==> src/rtl/wave_sequencer.sv <==
// wave_sequencer: per-sample sequencer for a DDS tone generator.
// Each accepted sample_tick advances the phase accumulator and reads the
// sine ROM. The sample is then shaped into one of four waveforms, scaled by
// the amplitude setting and handed to the DAC with a one-clock strobe. Key
// pulses adjust the frequency, amplitude and waveform settings at any time.
module wave_sequencer #(
  parameter int FW_W      = 16,
  parameter int ROM_LAT   = 2,
  parameter int FREQ_STEP = 16,
  parameter int FREQ_INIT = 64
) (
  input  logic            clk,
  input  logic            rst_n,
  input  logic            sample_tick,
  input  logic            key_up,
  input  logic            key_down,
  input  logic            key_left,
  input  logic            key_right,
  input  logic            key_enter,
  output logic [10:0]     rom_addr,
  input  logic [7:0]      rom_q,
  output logic [7:0]      dac_value,
  output logic            dac_strobe,
  output logic [1:0]      wave_sel,
  output logic [FW_W-1:0] freq_word,
  output logic [4:0]      amp,
  output logic            busy,
  output logic            overrun
);

  typedef enum logic [2:0] {
    IDLE,
    FETCH,
    WAIT,
    SHAPE,
    OUT
  } state_t;

  localparam int               CNT_W    = (ROM_LAT > 1) ? $clog2(ROM_LAT) : 1;
  localparam logic [CNT_W-1:0] CNT_LAST = CNT_W'(ROM_LAT - 1);
  localparam logic [FW_W:0]    STEP_EXT = (FW_W + 1)'(FREQ_STEP);
  localparam logic [FW_W-1:0]  STEP_W   = FW_W'(FREQ_STEP);
  localparam logic [FW_W-1:0]  INIT_W   = FW_W'(FREQ_INIT);
  localparam logic [4:0]       AMP_MAX  = 5'd16;

  state_t           state_q, state_d;
  logic [FW_W-1:0]  phase_q, phase_d;
  logic [10:0]      rom_addr_q, rom_addr_d;
  logic [FW_W-1:0]  freq_q, freq_d;
  logic [4:0]       amp_q, amp_d;
  logic [1:0]       wave_q, wave_d;
  logic [4:0]       shadow_amp_q, shadow_amp_d;
  logic [1:0]       shadow_wave_q, shadow_wave_d;
  logic [CNT_W-1:0] wait_cnt_q, wait_cnt_d;
  logic [7:0]       scaled_q, scaled_d;
  logic [7:0]       dac_q, dac_d;
  logic             strobe_q, strobe_d;

  logic [FW_W:0]    freq_up_sum;
  logic [7:0]       raw;
  logic [12:0]      product;
  logic             unused_bits;

  // State and datapath registers, all cleared asynchronously by rst_n.
  always_ff @(posedge clk or negedge rst_n) begin
    if (!rst_n) begin
      state_q       <= IDLE;
      phase_q       <= '0;
      rom_addr_q    <= '0;
      freq_q        <= INIT_W;
      amp_q         <= AMP_MAX;
      wave_q        <= 2'd0;
      shadow_amp_q  <= AMP_MAX;
      shadow_wave_q <= 2'd0;
      wait_cnt_q    <= '0;
      scaled_q      <= 8'h00;
      dac_q         <= 8'h80;
      strobe_q      <= 1'b0;
    end else begin
      state_q       <= state_d;
      phase_q       <= phase_d;
      rom_addr_q    <= rom_addr_d;
      freq_q        <= freq_d;
      amp_q         <= amp_d;
      wave_q        <= wave_d;
      shadow_amp_q  <= shadow_amp_d;
      shadow_wave_q <= shadow_wave_d;
      wait_cnt_q    <= wait_cnt_d;
      scaled_q      <= scaled_d;
      dac_q         <= dac_d;
      strobe_q      <= strobe_d;
    end
  end

  // Waveform shaping from the shadow selection, then 13-bit amplitude scaling.
  always_comb begin
    raw = 8'h00;
    case (shadow_wave_q)
      2'd0: raw = rom_q;
      2'd1: raw = phase_q[FW_W-1] ? 8'hFF : 8'h00;
      2'd2: raw = phase_q[FW_W-1] ? ~phase_q[FW_W-2 -: 8] : phase_q[FW_W-2 -: 8];
      2'd3: raw = phase_q[FW_W-1 -: 8];
      default: raw = 8'h00;
    endcase
    product = 13'(raw) * 13'(shadow_amp_q);
  end

  // Only bits [11:4] of the product matter: amp <= 16 keeps the result in 8 bits.
  assign unused_bits = ^{product[12], product[3:0]};

  // Sequencer FSM: ticks are only accepted in IDLE, the sample then walks
  // FETCH -> WAIT (ROM latency) -> SHAPE -> OUT and strobes the DAC.
  always_comb begin
    state_d       = state_q;
    phase_d       = phase_q;
    rom_addr_d    = rom_addr_q;
    shadow_amp_d  = shadow_amp_q;
    shadow_wave_d = shadow_wave_q;
    wait_cnt_d    = wait_cnt_q;
    scaled_d      = scaled_q;
    dac_d         = dac_q;
    strobe_d      = 1'b0;
    case (state_q)
      IDLE: begin
        if (sample_tick) begin
          phase_d       = phase_q + freq_q;
          shadow_amp_d  = amp_q;
          shadow_wave_d = wave_q;
          state_d       = FETCH;
        end
      end
      FETCH: begin
        rom_addr_d = phase_q[FW_W-1 -: 11];
        wait_cnt_d = '0;
        state_d    = WAIT;
      end
      WAIT: begin
        if (wait_cnt_q == CNT_LAST) begin
          state_d = SHAPE;
        end else begin
          wait_cnt_d = wait_cnt_q + CNT_W'(1);
        end
      end
      SHAPE: begin
        scaled_d = product[11:4];
        state_d  = OUT;
      end
      OUT: begin
        dac_d    = scaled_q;
        strobe_d = 1'b1;
        state_d  = IDLE;
      end
      default: state_d = IDLE;
    endcase
  end

  // Key handling for the user settings; opposing keys in one clock cancel.
  always_comb begin
    freq_d      = freq_q;
    amp_d       = amp_q;
    wave_d      = wave_q;
    freq_up_sum = {1'b0, freq_q} + STEP_EXT;
    if (key_up && !key_down) begin
      freq_d = freq_up_sum[FW_W] ? '1 : freq_up_sum[FW_W-1:0];
    end else if (key_down && !key_up) begin
      freq_d = ({1'b0, freq_q} > STEP_EXT) ? (freq_q - STEP_W) : FW_W'(1);
    end
    if (key_right && !key_left) begin
      amp_d = (amp_q >= AMP_MAX) ? AMP_MAX : (amp_q + 5'd1);
    end else if (key_left && !key_right) begin
      amp_d = (amp_q == 5'd0) ? 5'd0 : (amp_q - 5'd1);
    end
    if (key_enter) begin
      wave_d = wave_q + 2'd1;
    end
  end

  assign rom_addr   = rom_addr_q;
  assign dac_value  = dac_q;
  assign dac_strobe = strobe_q;
  assign wave_sel   = wave_q;
  assign freq_word  = freq_q;
  assign amp        = amp_q;
  assign busy       = (state_q != IDLE);
  assign overrun    = sample_tick && (state_q != IDLE);

endmodule

==> config.mk <==
export PLATFORM = sky130hd
export DESIGN_NAME = wave_sequencer
export DESIGN_NICKNAME = d
export VERILOG_FILES = /design/src/rtl/wave_sequencer.sv
export SDC_FILE = /design/constraint.sdc
export NUM_CORES = 1
export LEC_CHECK = 0
export ABC_AREA = 1
export CELL_PAD_IN_SITES_DETAIL_PLACEMENT = 1
export CELL_PAD_IN_SITES_GLOBAL_PLACEMENT = 1
export CORE_MARGIN = 3
export CORE_UTILIZATION = 43
export CTS_CLUSTER_DIAMETER = 60
export CTS_CLUSTER_SIZE = 24
export DETAILED_ROUTE_END_ITERATION = 10
export MAX_ROUTING_LAYER = met4
export PLACE_DENSITY_LB_ADDON = 0.1
export SLEW_MARGIN = 20
export SYNTH_ARGS = -nofsm -noshare
export SYNTH_HDL_FRONTEND = slang
export SYNTH_SLANG_ARGS = --single-unit
==> constraint.sdc <==
create_clock -name clk -period 4.37 [get_ports clk]
set_input_delay 0.874 -clock clk [delete_from_list [all_inputs] [get_ports clk]]
set_output_delay 0.874 -clock clk [all_outputs]
set_load 0.01 [all_outputs]
After elaboration in Yosys (flattened, before gate mapping)
Cells that the tools add are included.
{"block": "word_totals", "word_cells": 67, "ff_bits": 78, "in_bits": 16}
{"block": "op_classes", "bitwise_logic": 1, "n_mux": 17, "eq_ne": 9, "n_lt_le_gt_ge": 2, "add_sub_neg": 7, "multipliers": 1, "n_reduce_logical": 18}
{"operator": "2-to-1 mux 16 bit", "n": 4}
{"operator": "case mux 8 bit (4 select lines)", "n": 1}
{"operator": "2-to-1 mux 5 bit", "n": 4}
{"operator": "adder 16 x 5 -> 17 bit, second input constant", "n": 1}
{"operator": "adder 16 bit", "n": 1}
{"operator": "> comparator 16 x 5 -> 1 bit, second input constant", "n": 1}
{"operator": "2-to-1 mux 8 bit", "n": 2}
{"operator": "subtractor 16 x 5 -> 16 bit, second input constant", "n": 1}
{"operator": "multiplier 8 x 5 -> 12 bit", "n": 1}
{"operator": "case mux 3 bit (4 select lines)", "n": 1}
{"operator": "inverter 8 bit", "n": 1}
{"operator": "equality test 3 x 2 -> 1 bit, second input constant", "n": 2}
{"operator": "2-to-1 mux 3 bit", "n": 2}
{"operator": "nonzero test 2 bit", "n": 3}
{"operator": "adder 5 x 1 -> 5 bit, second input constant", "n": 1}
{"operator": ">= comparator 5 bit, second input constant", "n": 1}
{"operator": "logical AND 1 bit", "n": 5}
{"operator": "zero test 5 bit", "n": 1}
{"operator": "subtractor 5 x 1 -> 5 bit, second input constant", "n": 1}
{"operator": "equality test 2 bit, second input constant", "n": 2}
{"operator": "zero test 1 bit", "n": 4}
{"operator": "inequality test 2 bit, second input constant", "n": 2}
{"operator": "AND reduction 2 bit", "n": 2}
{"operator": "equality test 3 x 1 -> 1 bit, second input constant", "n": 1}
{"operator": "other kinds (9)", "n": 10}

Logic depth before layout (Yosys ltp)
{"block": "depth", "word_depth": 4, "depth_mapped": 26, "mapped_depth_nobuf": 25}

Least setup slack after synthesis
No wires, ideal clock.
{"block": "synth_timing", "path_kind": "input to register", "start": "input rom_q[3]", "end": "register scaled_q[7]", "arrival_time_ns": 4.013, "cell_stages": 16, "path_slack_ns": 0.239, "path_cell_list": "o21ai_0 -> nor2_1 -> fa_1 -> fa_1 -> inv_1 -> fa_1 -> inv_1 -> ha_1 -> nand2_1 -> inv_1 -> a221oi_1 -> o21ai_2 -> nand2_1 -> nand3b_1 -> nand3_1 -> nand2_1"}
{"block": "synth_between", "elab_chain_len": 2}
{"item": "start: declaration", "line_no": "21", "text": "input logic [7:0] rom_q,"}
{"item": "case mux 8 bit (4 select lines)", "line_no": "98", "text": "case (shadow_wave_q)"}
{"item": "multiplier 8 x 5 -> 12 bit", "line_no": "105", "text": "product = 13'(raw) * 13'(shadow_amp_q);"}
{"item": "end signal: assignment", "line_no": "89", "text": "scaled_q <= scaled_d;"}
{"item": "end: declaration", "line_no": "55", "text": "logic [7:0] scaled_q, scaled_d;"}
Every way passes these cells.
A chain may end at the register's enable or synchronous reset.

Worst setup path in the final report
{"block": "layout_timing", "start": "input rom_q[2]", "end": "register scaled_q[5]"}
Same word-level chain as after synthesis.

==> run summary <==
The worst setup path is launched from a primary input. The count of different cell masters after synthesis came out at 49. The worst path uses approximately 96% of the clock period. In this design, the stage delay of the slowest critical-path cell is 530 ps. The HPWL reported at the end of detailed placement is 12.8 mm. The vertical extent of the die is 121 um. Entering global routing, the biggest net connects 77 pins. The flow ran to the end, and the final reports show no timing, DRC or antenna violations. The average instance in the mapped netlist occupies between 7 and 8 sq um. The clock passes through at most 2 buffers. The count of endpoints failing setup in the final report came out at 0. The final weighted congestion of routability-driven global placement is 0.831.

The ratio of cells with drive above 1 in the final layout is 11.7%. The proportion of synthesized area in mux cells came out at 0%. The total clock buffers created by CTS came out at 9.

Dividing the detail-routed wire length by the instance count gives 16.3 um. On the critical path the largest part of the delay comes from adder cells. TritonCTS built the clock tree. After synthesis, the cell types taking the most area are sky130_fd_sc_hd__dfrtp_1 (31%), sky130_fd_sc_hd__nand2_1 (11%), sky130_fd_sc_hd__ha_1 (8.7%). The count of unresolved DRC violations after routing is 0. On the critical path, the stage with the largest delay is an instance of sky130_fd_sc_hd__fa_1.

The async set-or-reset flop fraction in the synthesized netlist came out at 100%. The post-placement cell area is 6630 sq um. The highest fanout seen on the critical path came out at 3. For this run, the detailed router's first-pass iteration total came to 4. STA classifies the critical path endpoint as a register. The starting density of the core came out at 44.6%.

The clock sink count is 76. In this run the core area contains 41 standard-cell rows. Summing all flip-flop and latch instances after layout gives 1910 sq um. The final-report hold violation count is 0. The insertion delay to the later sink of the worst-skew pair is 340 ps. The initial antenna violation count came out at 0. Pin placement for this block handled 61 I/O pins.

The shortest clock period the worst path allows after layout is roughly 4200 ps. The slack of the worst reg-to-reg path came out at roughly 230 ps. The number of vias per cell after detailed routing came out at between 5 and 6. After synthesis, the most frequently instantiated cells are sky130_fd_sc_hd__nand2_1 (174), sky130_fd_sc_hd__inv_1 (113), sky130_fd_sc_hd__dfrtp_1 (72), sky130_fd_sc_hd__nor2_1 (61), sky130_fd_sc_hd__o21ai_0 (52).

The number of nets in the synthesized netlist is 820. In this run the horizontal extent of the chip is 121 um. The instance count of the mapped netlist came out at about 750. The cts-stage hold buffer count is 0. The arrival time of data at the critical path endpoint came out at 4450 ps. The floorplan step defined a die boundary enclosing 14,700 sq um. Among all cell types in the netlist, the one instantiated most often is sky130_fd_sc_hd__nand2_1.

The flop and latch count out of synthesis is between 70 and 80. The total global-route track usage came out at about a quarter. In this run the number of H-tree levels came out at 3. The fraction of the mapped netlist area in compound gates is ~13%. The worst slew margin relative to its limit is roughly 33%.

The global-route wire length before repair is 27.5 mm. The repair_antennas step left the layout with diodes totalling 0. Traced cell by cell, the critical path runs through clkdlybuf4s50_1 -> o21a_1 -> inv_2 -> nor2_4 -> fa_1 -> fa_1 -> inv_1 -> fa_1 -> inv_1 -> ha_4 -> nand2_1 -> inv_1 -> a221oi_2 -> o21ai_2 -> nand2_1 -> nand2_1 -> nand2_1 -> nand3_1 -> nand2_1. The via count came out at approximately 5,300. The number of design-rule violations left by the first detailed-router iteration is 268. In this design, the critical path's most frequently occurring cell is sky130_fd_sc_hd__nand2_1. After Yosys synthesis, full adders, half adders and majority gates account for 14.7% of the synthesized area. The simple-gate share of the synthesized area came out at 24.9%. The min-delay analysis places its worst path in the category register to register.

The finished cells cover 7060 sq um. The required arrival time at the worst endpoint came out at 4640 ps. The number of warnings reported in the yosys synthesis log came out at 0.

The final setup skew came out at just under 8 ps. The setup TNS is 0 ps. By startpoint and endpoint, the worst setup path is classified as primary input to register. The pin slew with the least headroom to its limit is 998 ps. The final layout contains around 900 nets. Of all cell types, the one taking the most synthesized area is sky130_fd_sc_hd__dfrtp_1. In this run, synthesis inferred 0 flip-flops with an integrated enable. The total wire length after detailed routing came out at 16.4 mm.

For this run, the leading register cell type out of synthesis is sky130_fd_sc_hd__dfrtp_1. After filler insertion, the fill cell instance count of the layout stands at about 1,600. The count of input and output buffers is 60. The post-detailed-route count of antenna-violating nets is 0. The area share of the largest cell type after synthesis is 31.5%.

The max-cap check violation count came out at 0. The tree is rooted in a sky130_fd_sc_hd__clkbuf_16. Together, buffers and inverters on the worst path number 5. The clock-pin slew of the registers on the worst-case setup and hold paths came out at around 60 ps. The portion of the post-synthesis area used by sequential elements is 33.3%.

The area inside the core boundary came out at roughly 13,000 sq um. The xor/xnor cell area share of the yosys netlist is under 10%. The dominant combinational cell family by area after synthesis is simple AND/OR/NAND/NOR gates. The total standard cell area after synthesis is 5730 sq um. The multi-input logic area is 3370 sq um. The final count of pins violating max slew is 0. The maximum clock rate is 239 MHz. For this run the aggregate overflow at the end of global routing stands at 0. The layout overhead on the synthesized area is 23.3%. The via count of the first global-routing pass came out at roughly 5,600.
final timing paths:
check                             from               end  depth (start not counted)
max                           rom_q[2]       scaled_q[5]                         19
min                        rom_addr[1]       rom_addr[1]                          2
max reg2reg                phase_q[15]       scaled_q[5]                         22
min reg2reg                rom_addr[1]       rom_addr[1]                          2
max in group asynchronous        rst_n  shadow_wave_q[0]                          1
min in group asynchronous        rst_n        phase_q[6]                          1
stage by stage:
step / hold WS [ps] / std cells / utilization [%] / worst slack (ps)
6_report: 476 / 1008 / 55.0 / 194
5_1_grt: 502 / 1008 / 55.0 / -2.67
4_1_cts: 483 / 1004 / 54.1 / 56.7
3_5_place_dp: 469 / 988 / 51.7 / -409
3_3_place_gp: 452 / 988 / 51.7 / -373
2_1_floorplan: 446 / 747 / - / 239
flip-flops by register name, summed over array words and instances, names as in the netlist:
register / flops
phase_q: 16
freq_word: 14
rom_addr: 11
dac_value: 8
scaled_q: 8
amp: 5
shadow_amp_q: 5
state_q: 3
shadow_wave_q: 2
wave_sel: 2
dac_strobe: 1
wait_cnt_q: 1
final cells by class:
type / instances / share of cell area (%)
timing repair buffer: 87 / 11.4
multi-input combinational: 538 / 47.8
clock buffer: 10 / 3.39
inverter: 119 / 6.40
sequential: 76 / 27.1
clock inverter: 6 / 0.904
tap: 172 / 3.05
worst reg2reg max path, cell delays in order, from the launching register on:
cell	delay [ps]
sky130_fd_sc_hd__dfrtp_2	470
sky130_fd_sc_hd__buf_4	160
sky130_fd_sc_hd__nand2_1	50
sky130_fd_sc_hd__nand3_1	100
sky130_fd_sc_hd__o211ai_1	170
sky130_fd_sc_hd__o21a_1	220
sky130_fd_sc_hd__inv_2	80
sky130_fd_sc_hd__nor2_4	90
sky130_fd_sc_hd__fa_1	430
sky130_fd_sc_hd__fa_1	520
sky130_fd_sc_hd__inv_1	60
sky130_fd_sc_hd__fa_1	530
sky130_fd_sc_hd__inv_1	60
sky130_fd_sc_hd__ha_4	230
sky130_fd_sc_hd__nand2_1	70
sky130_fd_sc_hd__inv_1	60
sky130_fd_sc_hd__a221oi_2	260
sky130_fd_sc_hd__o21ai_2	120
sky130_fd_sc_hd__nand2_1	110
sky130_fd_sc_hd__nand2_1	50
sky130_fd_sc_hd__nand2_1	60
sky130_fd_sc_hd__nand3_1	70
sky130_fd_sc_hd__nand2_1	100
cell families after synthesis:
group                      count (synthesis)
and+or+nand+nor                          323
AOI/OAI and AO/OA                        129
adders and majority gates                 57
buffers and inverters                    133
DFF                                       76
xor gates and xnor gates                  29
per-layer routing:
| metal | GRT usage, % | vias up | wire (um) |
|---|---|---|---|
| met1 | 30.8 | 2584 | 7660 |
| met5 | - | - | 0 |
| met3 | 2.66 | 16 | 438 |
| met2 | 39.9 | 84 | 8150 |
| met4 | 5.67 | 0 | 180 |
| li1 | - | 2569 | - |
cell usage in the layout (no fill, tap or decap), types with 20 or more instances in the layout:
cell type and instances:
sky130_fd_sc_hd__nor2_1 58, sky130_fd_sc_hd__xor2_1 20, sky130_fd_sc_hd__dfrtp_1 69, sky130_fd_sc_hd__ha_1 37, sky130_fd_sc_hd__clkdlybuf4s50_1 59, sky130_fd_sc_hd__o21ai_0 48
sky130_fd_sc_hd__a21oi_1 29, sky130_fd_sc_hd__nand2_1 171, sky130_fd_sc_hd__inv_1 112, sky130_fd_sc_hd__buf_4 27, sky130_fd_sc_hd__nand3_1 46
repair_timing:
action | 4_1_cts | 5_1_grt
gates resized for setup | 5 | 21
endpoints found under the setup margin | 3 | 5
pin swaps | 0 | 17
setup buffers | 0 | 4
endpoints found under the hold margin | 0 | 0
Power is not shown: default switching activity piles up to over one toggle a cycle in this logic, so the estimate is an artifact.
==> patch: new RTL, same flow settings <==
Make the reset (`rst_n`) synchronous in one clocked block. Comments in the files are not updated.
--- a/src/rtl/wave_sequencer.sv
+++ b/src/rtl/wave_sequencer.sv
@@ -64,3 +64,3 @@
   // State and datapath registers, all cleared asynchronously by rst_n.
-  always_ff @(posedge clk or negedge rst_n) begin
+  always_ff @(posedge clk) begin
     if (!rst_n) begin
Behaviour: differs if rst_n is asserted again (counterexample within 4 cycles, from zero or initial values and one cycle with rst_n low); with rst_n held inactive, the same outputs for 10 cycles.
==> patch against the unedited design <==
- wire length rose by 14%
- cell area shrank 0.14%
- via count rose by 8.9%
- sequential cell count is the same
- fmax shrank 1.8%
- clock skew about the same
- critical path depth down 1
- area after synthesis fell by 1.6%
- worst setup slack got worse by 76 ps
- critical path type unchanged
- critical endpoint is now scaled_q[7]$_SDFFE_PN0P_
==> patch: results (changes against the unedited design) <==
- Crit-path max cell delay: 560 ps (was 530 ps)
- Vias in the first global route: 5956 (was 5616)
- Max FO, Critical Path: 3 (unchanged)
- Register area: 1530 um2 (was 1910 um2)
- Multi-input gate count: 567 (was 538)
- NonClk Buf Share: 0.127 (was 0.114)
- Avg Inst Size Synth: 6.92 um2 (was 7.66 um2)
- Initial DRT Pass Iterations: 5 (was 4)
- Final Routed Wirelength: 18.7 mm (was 16.4 mm)
- Clk sink count: 76 (unchanged)
- Diodes inserted: 0 (unchanged)
- Mux cell area share after synthesis: 0.00200 (was 0)
- Clkbuf count: 10 (unchanged)
- Largest net degree at the start of global routing: 53 (was 77)
- 1st-iter DRT viols: 324 (was 268)
- Bufs w/o clock: 96 (was 87)
- Final net count: 969 (was 904)
- Max reg flops: 16 (unchanged)
- Design Area, Final: 7050 um2 (was 7060 um2)
- Post-detail-place hpwl: 14.0 mm (was 12.8 mm)
- Clock root buffer: clkbuf_16 (unchanged)
- Multi-input logic portion of the cell area: 0.509 (was 0.478)
- Async set-or-reset flop fraction in the synthesized netlist: 0 (was 1.00)
- Post-synth top cells: inv_1, nand2_1, nor2_1 (was nand2_1, inv_1, dfrtp_1)
- Logic inverters: 146 (was 119)
- Vias/cell: 5.33 (was 5.21)
- FILL cells: 1718 (was 1610)
- Htree depth: 3 (unchanged)
- Gpl congestion: 0.893 (was 0.831)
- HP Class: reg2reg (unchanged)
- Post-synthesis compound-gate area fraction: 0.186 (was 0.135)
- Static Leak: roughly 0.0034 uW
- YS warnings: 0 (unchanged)
- Distinct cell type count after synthesis: 46 (was 49)
- Worst vdd ir: 0.197 mV
- Placed Area: 6620 um2 (was 6630 um2)
- Register area share after synthesis: 0.270 (was 0.333)
- Clk_skew: 8.20 ps (was 7.74 ps)
- # placed instances: 1056 (was 988)
- Reg with most FFs: phase_q (unchanged)
- Total Routing Usage GR: 0.268 (was 0.237)
- Fraction of area in clock buffers and inverters: 0.0394 (was 0.0429)
- Outcome: finished clean (unchanged)
- Synthesized net count: 887 (was 820)
- Vias: 5719 (was 5253)
- Arrival @ worst endpoint: 4500 ps (was 4450 ps)
- Maximum root-to-sink buffer count: 2 (unchanged)
- Share of layout cells above drive strength 1: 0.125 (was 0.117)
- Synth Area in XOR/XNOR: 0.0466 (was 0.0444)
- Slowest cell on crit path: fa_1 (unchanged)
- Slew margin rel.: 0.318 (was 0.334)
- Area contributors post-synth: dfxtp_1, inv_1, ha_1 (was dfrtp_1, nand2_1, ha_1)
- Global-route wire length before repair: 30.2 mm (was 27.5 mm)
- Synth Area in Adders: 0.149 (was 0.147)
- Initial antenna violation count: 0 (unchanged)
- Worst-path clk slew: 60 ps (about the same)
-- patch: cell types whose count changed in the layout (fill, tap and decap cells not counted), moves of 7 or more --
cell,unedited run,this run
dfxtp_1,0,73
dfrtp_1,69,0
nand2_1,171,122
a21oi_1,29,66
inv_1,112,138
o21ai_0,48,71
nor2_1,58,72
a22oi_1,9,0
buf_4,27,34
-- patch: what timing repair did --
item	in CTS	in global routing
setup endpoints to repair	2	5
gates resized for setup	6	36
buffers inserted	0	1
pin swaps	0	20
-- patch: worst paths after layout --
path                                       from                        to  slack, ps  cells after the start
setup / recovery                       rom_q[5]  scaled_q[7]$_SDFFE_PN0P_        120                     18
hold / removal         rom_addr[2]$_SDFFE_PN0P_  rom_addr[2]$_SDFFE_PN0P_        450                      2
setup reg to reg  shadow_wave_q[1]$_SDFFE_PN0P_  scaled_q[7]$_SDFFE_PN0P_        140                     23
hold reg to reg        rom_addr[2]$_SDFFE_PN0P_  rom_addr[2]$_SDFFE_PN0P_        450                      2
-- patch: through the flow --
step	setup slack [ps]	TNS, ps
after floorplan	197	0
after global placement	-358	-1320
after detailed placement	-469	-1890
after CTS	21.5	0
after global routing	-131	-168
final	118	0
-- patch: routing by layer --
metal  part of all wire  track usage  vias to the layer above  wire length (um)
met5                  0            -                        -                 0
met4              0.013       0.0659                        0               249
met3              0.037       0.0374                       20               691
met2               0.48        0.445                      119              9010
met1               0.47        0.348                     2782              8720
li1                   -            -                     2798                 -
-- patch: report_power, final --
part           leakage [uW]  total [uW]  internal (uW)  switching, uW
Clock              0.000135         728            399            328
Combinational       0.00263        1670            718            956
Sequential         0.000625         902            785            117
Total               0.00339        3300           1900           1400
